### src/rtl/fetch_unit_if.sv
// Instruction-memory read port shared by the fetch unit (master) and memory (slave).
// A request is held until a one-cycle acknowledge strobe returns the read data.
interface fetch_unit_if;
    logic        mem_req;
    logic [15:0] mem_addr;
    logic [15:0] mem_rdata;
    logic        mem_ack;

    modport master (output mem_req, output mem_addr, input mem_rdata, input mem_ack);
    modport slave  (input mem_req, input mem_addr, output mem_rdata, output mem_ack);
endinterface

### src/rtl/fetch_unit.sv
// Single-entry instruction prefetcher: fetches the word at pc into a buffer and
// hands it to the instruction register when the control unit asks for it.
module fetch_unit #(
    parameter logic [15:0] RESET_PC = 16'h0000,
    parameter int unsigned TIMEOUT  = 32'd15
) (
    input  logic         clk,
    input  logic         reset,
    fetch_unit_if.master mem,
    input  logic         i_pc_write,
    input  logic [15:0]  i_pc_next,
    input  logic         i_ir_wr,
    output logic [15:0]  o_pc,
    output logic [15:0]  o_old_pc,
    output logic [15:0]  o_instruction,
    output logic         o_stall,
    output logic         o_fetch_err
);

    typedef enum logic [1:0] {
        S_EMPTY = 2'd0,
        S_BUSY  = 2'd1,
        S_FULL  = 2'd2,
        S_FLUSH = 2'd3
    } state_t;

    localparam logic [3:0] TMO_LAST = 4'(TIMEOUT - 32'd1);
    localparam logic [3:0] TMO_VAL  = 4'(TIMEOUT);

    state_t      r_state;
    logic [15:0] r_pc;
    logic [15:0] r_old_pc;
    logic [15:0] r_instr;
    logic [15:0] r_buf;
    logic [3:0]  r_cnt;
    logic        r_err;
    logic        r_mem_req;
    logic        r_rst_done;

    state_t      w_state_nxt;
    logic [3:0]  w_cnt_nxt;
    logic        w_buf_ld;
    logic        w_err_set;
    logic        w_tmo;
    logic        w_req_nxt;
    logic        w_ir_ld;

    // Next-state, timeout counter and buffer-capture decisions
    always_comb begin
        w_state_nxt = r_state;
        w_cnt_nxt   = r_cnt;
        w_buf_ld    = 1'b0;
        w_err_set   = 1'b0;
        w_tmo       = (r_cnt == TMO_LAST);
        case (r_state)
            S_EMPTY: begin
                // The first edge after reset release only arms the unit
                if (i_pc_write) begin
                    w_state_nxt = S_EMPTY;
                end else if (r_rst_done) begin
                    w_state_nxt = S_BUSY;
                    w_cnt_nxt   = 4'd0;
                end else begin
                    w_state_nxt = S_EMPTY;
                end
            end
            S_BUSY: begin
                if (mem.mem_ack) begin
                    if (i_pc_write) begin
                        w_state_nxt = S_EMPTY;
                    end else begin
                        w_state_nxt = S_FULL;
                        w_buf_ld    = 1'b1;
                    end
                end else if (w_tmo) begin
                    w_state_nxt = S_EMPTY;
                    w_err_set   = 1'b1;
                    w_cnt_nxt   = TMO_VAL;
                end else if (i_pc_write) begin
                    w_state_nxt = S_FLUSH;
                    w_cnt_nxt   = 4'd0;
                end else begin
                    w_cnt_nxt   = r_cnt + 4'd1;
                end
            end
            S_FLUSH: begin
                // The outstanding read belongs to a stale pc; drop its data
                if (mem.mem_ack) begin
                    w_state_nxt = S_EMPTY;
                end else if (w_tmo) begin
                    w_state_nxt = S_EMPTY;
                    w_err_set   = 1'b1;
                    w_cnt_nxt   = TMO_VAL;
                end else begin
                    w_cnt_nxt   = r_cnt + 4'd1;
                end
            end
            S_FULL: begin
                if (i_pc_write) begin
                    w_state_nxt = S_EMPTY;
                end else begin
                    w_state_nxt = S_FULL;
                end
            end
            default: begin
                w_state_nxt = S_EMPTY;
                w_cnt_nxt   = 4'd0;
            end
        endcase
        w_req_nxt = (w_state_nxt == S_BUSY) || (w_state_nxt == S_FLUSH);
        w_ir_ld   = i_ir_wr && (r_state == S_FULL);
    end

    // State, pc, instruction register and sticky error flag
    always_ff @(posedge clk or negedge reset) begin
        if (!reset) begin
            r_state    <= S_EMPTY;
            r_pc       <= RESET_PC;
            r_old_pc   <= 16'h0000;
            r_instr    <= 16'h0000;
            r_buf      <= 16'h0000;
            r_cnt      <= 4'd0;
            r_err      <= 1'b0;
            r_mem_req  <= 1'b0;
            r_rst_done <= 1'b0;
        end else begin
            r_rst_done <= 1'b1;
            r_state    <= w_state_nxt;
            r_cnt      <= w_cnt_nxt;
            r_mem_req  <= w_req_nxt;
            if (w_buf_ld) begin
                r_buf <= mem.mem_rdata;
            end
            if (w_err_set) begin
                r_err <= 1'b1;
            end
            if (i_pc_write) begin
                r_pc <= i_pc_next;
            end
            // old_pc takes the pre-update pc even when pc_write hits the same edge
            if (w_ir_ld) begin
                r_instr  <= r_buf;
                r_old_pc <= r_pc;
            end
        end
    end

    assign mem.mem_req    = r_mem_req;
    assign mem.mem_addr   = r_pc;
    assign o_pc           = r_pc;
    assign o_old_pc       = r_old_pc;
    assign o_instruction  = r_instr;
    assign o_fetch_err    = r_err;
    assign o_stall        = i_ir_wr && (r_state != S_FULL);

endmodule

### src/flat_wrapper.sv
// flat-port wrapper written by rule: the top's interface ports become plain ports
module fetch_unit_flat 
#(
    parameter logic [15:0] RESET_PC = 16'h0000,
    parameter int unsigned TIMEOUT  = 32'd15
)
  (clk, reset, i_pc_write, i_pc_next, i_ir_wr, o_pc, o_old_pc, o_instruction, o_stall, o_fetch_err, mem_mem_req, mem_mem_addr, mem_mem_rdata, mem_mem_ack);
  fetch_unit_if mem_i ();
  input  logic clk;
  input  logic reset;
  input  logic i_pc_write;
  input  logic [15:0] i_pc_next;
  input  logic i_ir_wr;
  output logic [15:0] o_pc;
  output logic [15:0] o_old_pc;
  output logic [15:0] o_instruction;
  output logic o_stall;
  output logic o_fetch_err;
  output wire logic [$bits(mem_i.mem_req)-1:0] mem_mem_req;
  output wire logic [$bits(mem_i.mem_addr)-1:0] mem_mem_addr;
  input wire logic [$bits(mem_i.mem_rdata)-1:0] mem_mem_rdata;
  input wire logic [$bits(mem_i.mem_ack)-1:0] mem_mem_ack;
  assign mem_mem_req = mem_i.mem_req;
  assign mem_mem_addr = mem_i.mem_addr;
  assign mem_i.mem_rdata = mem_mem_rdata;
  assign mem_i.mem_ack = mem_mem_ack;
  fetch_unit #(.RESET_PC(RESET_PC), .TIMEOUT(TIMEOUT)) u_core (.clk(clk), .reset(reset), .mem(mem_i), .i_pc_write(i_pc_write), .i_pc_next(i_pc_next), .i_ir_wr(i_ir_wr), .o_pc(o_pc), .o_old_pc(o_old_pc), .o_instruction(o_instruction), .o_stall(o_stall), .o_fetch_err(o_fetch_err));
endmodule
### config.mk
export PLATFORM = sky130hd
export DESIGN_NAME = fetch_unit_flat
export DESIGN_NICKNAME = d
export VERILOG_FILES = /design/src/rtl/fetch_unit_if.sv /design/src/rtl/fetch_unit.sv /design/src/flat_wrapper.sv
export SDC_FILE = /design/constraint.sdc
export NUM_CORES = 1
export LEC_CHECK = 0
export ABC_CLOCK_PERIOD_IN_PS = 1300
export CORE_UTILIZATION = 40
export CTS_CLUSTER_SIZE = 40
export DETAILED_ROUTE_END_ITERATION = 16
export GPL_ROUTABILITY_DRIVEN = 0
export PLACE_DENSITY = 0.84
export SKIP_CTS_REPAIR_TIMING = 1
export SYNTH_ARGS = -nofsm -noshare
export SYNTH_HDL_FRONTEND = slang
export SYNTH_SLANG_ARGS = --single-unit
### constraint.sdc
create_clock -name clk -period 1.3 [get_ports clk]
set_input_delay 0.26 -clock clk [delete_from_list [all_inputs] [get_ports clk]]
set_output_delay 0.26 -clock clk [all_outputs]
set_load 0.1 [all_outputs]
==> results of run 1 <==
-- cell type report --
cell class                      instances  area [µm²]  share of cell area
Timing Repair Buffer                  126        1960               0.373
Multi-Input combinational cell         99        1060               0.202
Clock buffer                           10         138              0.0262
Clock inverter                          6        66.3              0.0126
Sequential cell                        73        1890               0.360
Inverter                                4        17.5             0.00334
Tap cell                               99         124              0.0236
-- worst paths after layout --
| check | endpoint | slack [ns] |
|---|---|---|
| max | o_stall | -0.26 |
| max reg2reg | u_core.r_buf[15]$_DFFE_PN0P_ | -0.20 |
| min reg2reg | u_core.o_instruction[3]$_DFFE_PN0P_ | 0.51 |
| min in group clk | u_core.o_instruction[3]$_DFFE_PN0P_ | 0.51 |
| min | u_core.mem.mem_addr[0]$_DFFE_PN0P_ | 0.36 |
| max in group asynchronous | u_core.mem.mem_addr[14]$_DFFE_PN0P_ | 0.41 |
-- through the flow --
stage | std cells | cell area [µm²] | hold slack (ns) | utilization
after floorplan | 201 | 3110 | -0.0356 | -
after global placement | 396 | 4930 | 0.180 | 0.676
after detailed placement | 396 | 4930 | 0.186 | 0.676
after CTS | 412 | 5130 | -0.183 | 0.704
after global routing | 417 | 5250 | 0.383 | 0.720
final | 417 | 5250 | 0.364 | 0.720
-- metal layers --
metal,vias up,track usage,wire [µm]
met1,1003,0.223,2850
met5,-,0,0
li1,912,-,-
met4,0,0.0635,70
met2,86,0.321,3620
met3,11,0.0536,463
-- cell usage after synthesis, drive strengths merged, types with 2 or more instances --
master | number | area [µm²]
dfrtp | 73 | 1830
mux2 | 64 | 758
buf | 24 | 179
inv | 4 | 15.0
nand2b | 4 | 25.0
nand3 | 4 | 20.0
o21ai | 4 | 23.8
and3 | 2 | 12.5
ha | 2 | 25.0
nand2 | 2 | 7.51
or4b | 2 | 23.8
-- cells in the final DEF (no fill, tap or decap), types with 2 or more instances in the layout --
cell type        Yosys  layout
buf_12               0      71
dfrtp_1             73      56
mux2_2              54      54
clkdlybuf4s50_1      0      35
dfrtp_4              0      16
buf_4               17      14
mux2_4              10      10
clkbuf_8             0      10
buf_6                1       4
nand2b_1             4       3
o21ai_0              3       3
nand3_1              4       3
clkinvlp_4           0       3
and3_4               0       2
inv_1                4       2
ha_1                 2       2
-- flip-flops by register name, summed over array words and instances, names as in the netlist --
| register | count |
|---|---|
| u_core.mem.mem_addr | 16 |
| u_core.o_instruction | 16 |
| u_core.o_old_pc | 16 |
| u_core.r_buf | 16 |
| u_core.r_cnt | 4 |
| u_core.r_state | 2 |
| u_core.mem.mem_req | 1 |
| u_core.o_fetch_err | 1 |
| u_core.r_rst_done | 1 |
-- cell families (layout without fill, tap and decap cells) --
kind of cell    Yosys count  after routing
simple gates             19             19
other cells               1              1
fa+ha+maj                 2              2
mux                      65             65
compound gates           12             12
flops                    73             73
buf+inv                  29            146
-- worst max-delay path, stage by stage (launching register included) --
cell	delay [ns]
dfrtp_1	0.37
buf_6	0.13
inv_4	0.03
buf_6	0.10
a21boi_4	0.14
buf_12	0.19
==> impl_metrics.csv, run 1 <==
group,metric,value,unit
floorplanning,core,7290,µm²
worst_setup_path,cp_max_fo,4,
floorplanning,ios,104,
cells_and_area,drive_gt1_frac,0.629,
logic_synthesis,synth_top_family_by_area,"multiplexers",
clock_network,cts_tree,"yes",
clock_network,cts_buffer_depth,2,
clock_network,cts_buffers,9,
clock_network,root_buffer,"clkbuf_8",
floorplanning,dieArea,7920,µm²
worst_setup_path,cp.required,1.04,ns
status,outcome,"finished with violations",
routing,routed_wirelength,7.01,mm
floorplanning,start_util,0.415,
sta,slew_violations,0,
routing,wl_per_cell,16.8,µm
status,violations,"setup timing",
routing,dr_total_vias,2012,
worst_setup_path,crit_path_end_kind,"output port",
sta,fin_crit_sh,1.20,
logic_synthesis,avgSynthCellArea,15.1,µm²
sta,finClkSkew,0.00803,ns
clock_network,clkLatencyLatePin,0.33,ns
floorplanning,rows,31,
clock_network,cts_sinks,73,
global_route,grt_usage,0.186,
global_route,grt_pass1_wl,10.8,mm
global_route,overflow,0,
clock_network,cts_max_level,3,
logic_synthesis,ys_warn_count,0,
cells_and_area,fillers,467,
sta,final_hold_viol_count,0,
sta,rsz0062_at_grt,"true",
logic_synthesis,synth-edff-count,0,
worst_setup_path,timing.critical_path.from,"u_core.r_state[0]$_DFF_PN0_",
logic_synthesis,yosys.area_share.xor_xnor,0,
logic_synthesis,synth-seq-cells,73,
min_path,min_path_type,"primary input to async pin",
worst_setup_path,reg2regPathDepth,5,
logic_synthesis,synth_fa_ha_area_frac,0.00827,
cells_and_area,fin_nets,352,
floorplanning,die_height,89.0,µm
logic_synthesis,seq_area_frac_synth,0.604,
flow_run,drv_cap,0,
logic_synthesis,ys.flop_type,"dfrtp_1",
sta,setup_viol,55,
worst_setup_path,critPathArrivalTime,1.30,ns
logic_synthesis,syn-cell-area,3030,µm²
global_route,antenna_found_initial,0,
logic_synthesis,yosys.area_share.simple,0.0397,
worst_setup_path,start_kind,"flip-flop",
logic_synthesis,muxShareOfSynthArea,0.254,
placement,port_buffers,103,
routing,ant_nets,0,
global_route,grt_pass1_vias,2161,
logic_synthesis,synthArstFlopShare,1.00,
sta,fmax,641,MHz
logic_synthesis,synth_cell_types,33,
placement,dpl_worst_slack,-0.499,ns
cells_and_area,synthToLayoutAreaGrowth,73.6,%
global_route,grt_max_degree,30,
logic_synthesis,netlist_instances,201,
logic_synthesis,synth_nets,240,
sta,worst_slack,-0.260,ns
worst_setup_path,crit_type,"flip-flop to output port",
placement,dp_hpwl,5.09,mm
worst_setup_path,timing.rr.start,"u_core.r_state[0]$_DFF_PN0_",
sta,min_period,1.56,ns
routing,viasPerCell,4.82,
routing,drt_iter0_drc,41,
logic_synthesis,synth_compound_area_frac,0.0277,
sta,fin_setup_tns,-5.54,ns
floorplanning,die_w,89.0,µm
routing,drt_first_pass_iters,4,
cells_and_area,antenna_cells,0,
routing,post-route-drc-count,0,
clock_network,clk_pin_slew_worst_paths,0.08,ns
Power of run 1 is not shown: default switching activity piles up to over one toggle a cycle in this logic, so the estimate is an artifact.
==> run 2: changes to the inputs <==
--- a/config.mk
+++ b/config.mk
@@ -6,7 +6,9 @@
 export NUM_CORES = 1
 export LEC_CHECK = 0
 export ABC_CLOCK_PERIOD_IN_PS = 1300
+export CORE_MARGIN = 10
 export CORE_UTILIZATION = 40
+export CTS_CLUSTER_DIAMETER = 40
 export CTS_CLUSTER_SIZE = 40
 export DETAILED_ROUTE_END_ITERATION = 16
 export GPL_ROUTABILITY_DRIVEN = 0
==> impl_metrics.csv, run 2 (synthesis results as in run 1) <==
group,metric,value,unit
status,outcome,"finished with violations",
status,violations,"setup timing",
clock_network,clkLatencyLatePin,0.35,ns
power_and_ir_drop,internal_power,7.61,mW
worst_setup_path,start_kind,"flip-flop",
min_path,min_path_type,"primary input to flip-flop",
worst_setup_path,crit_type,"flip-flop to output port",
floorplanning,die_height,107,µm
sta,slew_violations,0,
worst_setup_path,cp_max_fo,2,
global_route,grt_max_degree,74,
sta,finClkSkew,0.00908,ns
worst_setup_path,path_cells,"buf_6 -> buf_6 -> a21boi_4 -> buf_12",
cells_and_area,mostFrequentLayoutCells,"buf_12, dfrtp_1, mux2_2",
clock_network,root_buffer,"clkbuf_8",
clock_network,cts_buffer_depth,2,
global_route,grt_usage,0.140,
placement,dpl_worst_slack,-0.459,ns
cells_and_area,final_common_cell,"buf_12",
clock_network,clk_pin_slew_worst_paths,0.08,ns
cells_and_area,synthToLayoutAreaGrowth,74.5,%
worst_setup_path,cp_slowest_cell,"dfrtp_2",
sta,final_hold_viol_count,0,
worst_setup_path,critPathArrivalTime,1.34,ns
clock_network,cts_tree,"yes",
sta,rsz0062_at_grt,"true",
routing,drt_iter0_drc,37,
power_and_ir_drop,p_comb_frac,0.593,
floorplanning,die_w,107,µm
worst_setup_path,cp_num_buf_inv,3,
worst_setup_path,cpLargestDelayFamily,"flip-flops",
global_route,overflow,0,
routing,ant_nets,0,
worst_setup_path,cp.required,1.04,ns
global_route,antenna_found_initial,0,
global_route,grt_pass1_vias,2342,
floorplanning,dieArea,11400,µm²
cells_and_area,finalNonFillerCells,418,
routing,wl_per_cell,18.8,µm
sta,fin_crit_sh,1.23,
power_and_ir_drop,p_clk_frac,0.136,
clock_network,cts_max_level,3,
sta,fmax,623,MHz
floorplanning,core,7290,µm²
power_and_ir_drop,swShare,0.482,
global_route,grt_pass1_wl,12.4,mm
worst_setup_path,crit_path_end_kind,"output port",
sta,setup_viol,86,
power_and_ir_drop,irDropWorstVdd,0.00146,V
routing,post-route-drc-count,0,
power_and_ir_drop,total_power,14.7,mW
sta,min_period,1.60,ns
cells_and_area,drive_gt1_frac,0.630,
cells_and_area,fillers,471,
floorplanning,start_util,0.415,
power_and_ir_drop,p_leak,2.31,nW
placement,dp.cells,395,
cells_and_area,fin_nets,353,
worst_setup_path,critical_path.most_common_cell,"buf_6",
cells_and_area,antenna_cells,0,
routing,drt_first_pass_iters,3,
routing,viasPerCell,4.85,
sta,worst_slack,-0.305,ns
routing,routed_wirelength,7.86,mm
routing,dr_total_vias,2028,
power_and_ir_drop,seqPwrFrac,0.271,
floorplanning,ios,104,
clock_network,cts_buffers,9,
floorplanning,rows,31,
placement,dp_hpwl,5.85,mm
power_and_ir_drop,power_switching,7.09,mW
clock_network,cts_sinks,73,
flow_run,drv_cap,0,
placement,port_buffers,103,
power_and_ir_drop,powerDensity,2780,nW/µm²
worst_setup_path,slowest_delay,0.42,ns
run 2: changes by cell type in the layout (fill, tap and decap cells not counted), sizes merged:
| cell | change |
|---|---|
| clkdlybuf4s50 | -1 |
| bufinv | +1 |
| clkbuf | -1 |
| clkinv | +2 |
| clkinvlp | -2 |
| dlymetal6s2s | +1 |
| buf | +1 |
run 2: worst register-to-register path, cell delays in order, from the launching register on:
cell and delay, ns:
dfrtp_2 0.42, buf_4 0.16, or4b_4 0.58, a32oi_1 0.17
o211ai_1 0.09
run 2: layout make-up:
class	instances	area (µm²)	share of cell area
Sequential cell	73	1890	0.358
Multi-Input combinational cell	99	1060	0.201
Tap cell	99	124	0.0235
Inverter	4	15.0	0.00284
Clock inverter	7	103	0.0194
Timing Repair Buffer	127	1960	0.372
Clock buffer	9	124	0.0235
run 2: through the flow:
stage	hold slack (ns)	utilization	instance area (µm²)	TNS, ns
4_1_cts	-0.0838	0.706	5150	-4.82
5_1_grt	0.435	0.724	5280	-9.20
3_5_place_dp	0.305	0.675	4920	-18.49
6_report	0.435	0.724	5280	-7.06
3_3_place_gp	0.297	0.675	4920	-17.11
2_1_floorplan	-0.0356	-	3110	-2.51
run 2: worst paths after layout:
| path | startpoint | to | slack [ns] | depth (start not counted) |
|---|---|---|---|---|
| max in group asynchronous | reset | u_core.mem.mem_addr[13]$_DFFE_PN0P_ | 0.49 | 3 |
| worst min-delay path | i_pc_write | u_core.mem.mem_req$_DFF_PN0_ | 0.44 | 3 |
| worst max-delay path | u_core.r_state[1]$_DFF_PN0_ | o_stall | -0.30 | 4 |
| worst max register to register | u_core.r_state[1]$_DFF_PN0_ | u_core.r_cnt[3]$_DFFE_PN0P_ | -0.23 | 4 |
| min in group asynchronous | reset | u_core.mem.mem_addr[3]$_DFFE_PN0P_ | 0.46 | 3 |
| worst min register to register | u_core.r_buf[12]$_DFFE_PN0P_ | u_core.o_instruction[12]$_DFFE_PN0P_ | 0.51 | 1 |
run 2: per-layer routing:
metal  up-vias  global-route usage  part of all wire
met2        78               0.247              0.52
met5         -                   0                 0
met3        11              0.0689             0.090
met4         0              0.0542             0.014
met1      1023               0.137              0.37
li1        916                   -                 -
run 2: power by group through the flow:
stage	clock [mW]	combinational (mW)	sequential (mW)
after floorplan	0	1.55	7.62
after global placement	0	8.53	3.97
after detailed placement	0	8.65	4.05
after CTS	2.05	8.67	4.01
after global routing	2.14	8.95	4.11
final	2.00	8.71	3.99
Power figures use the tool's default switching activity.
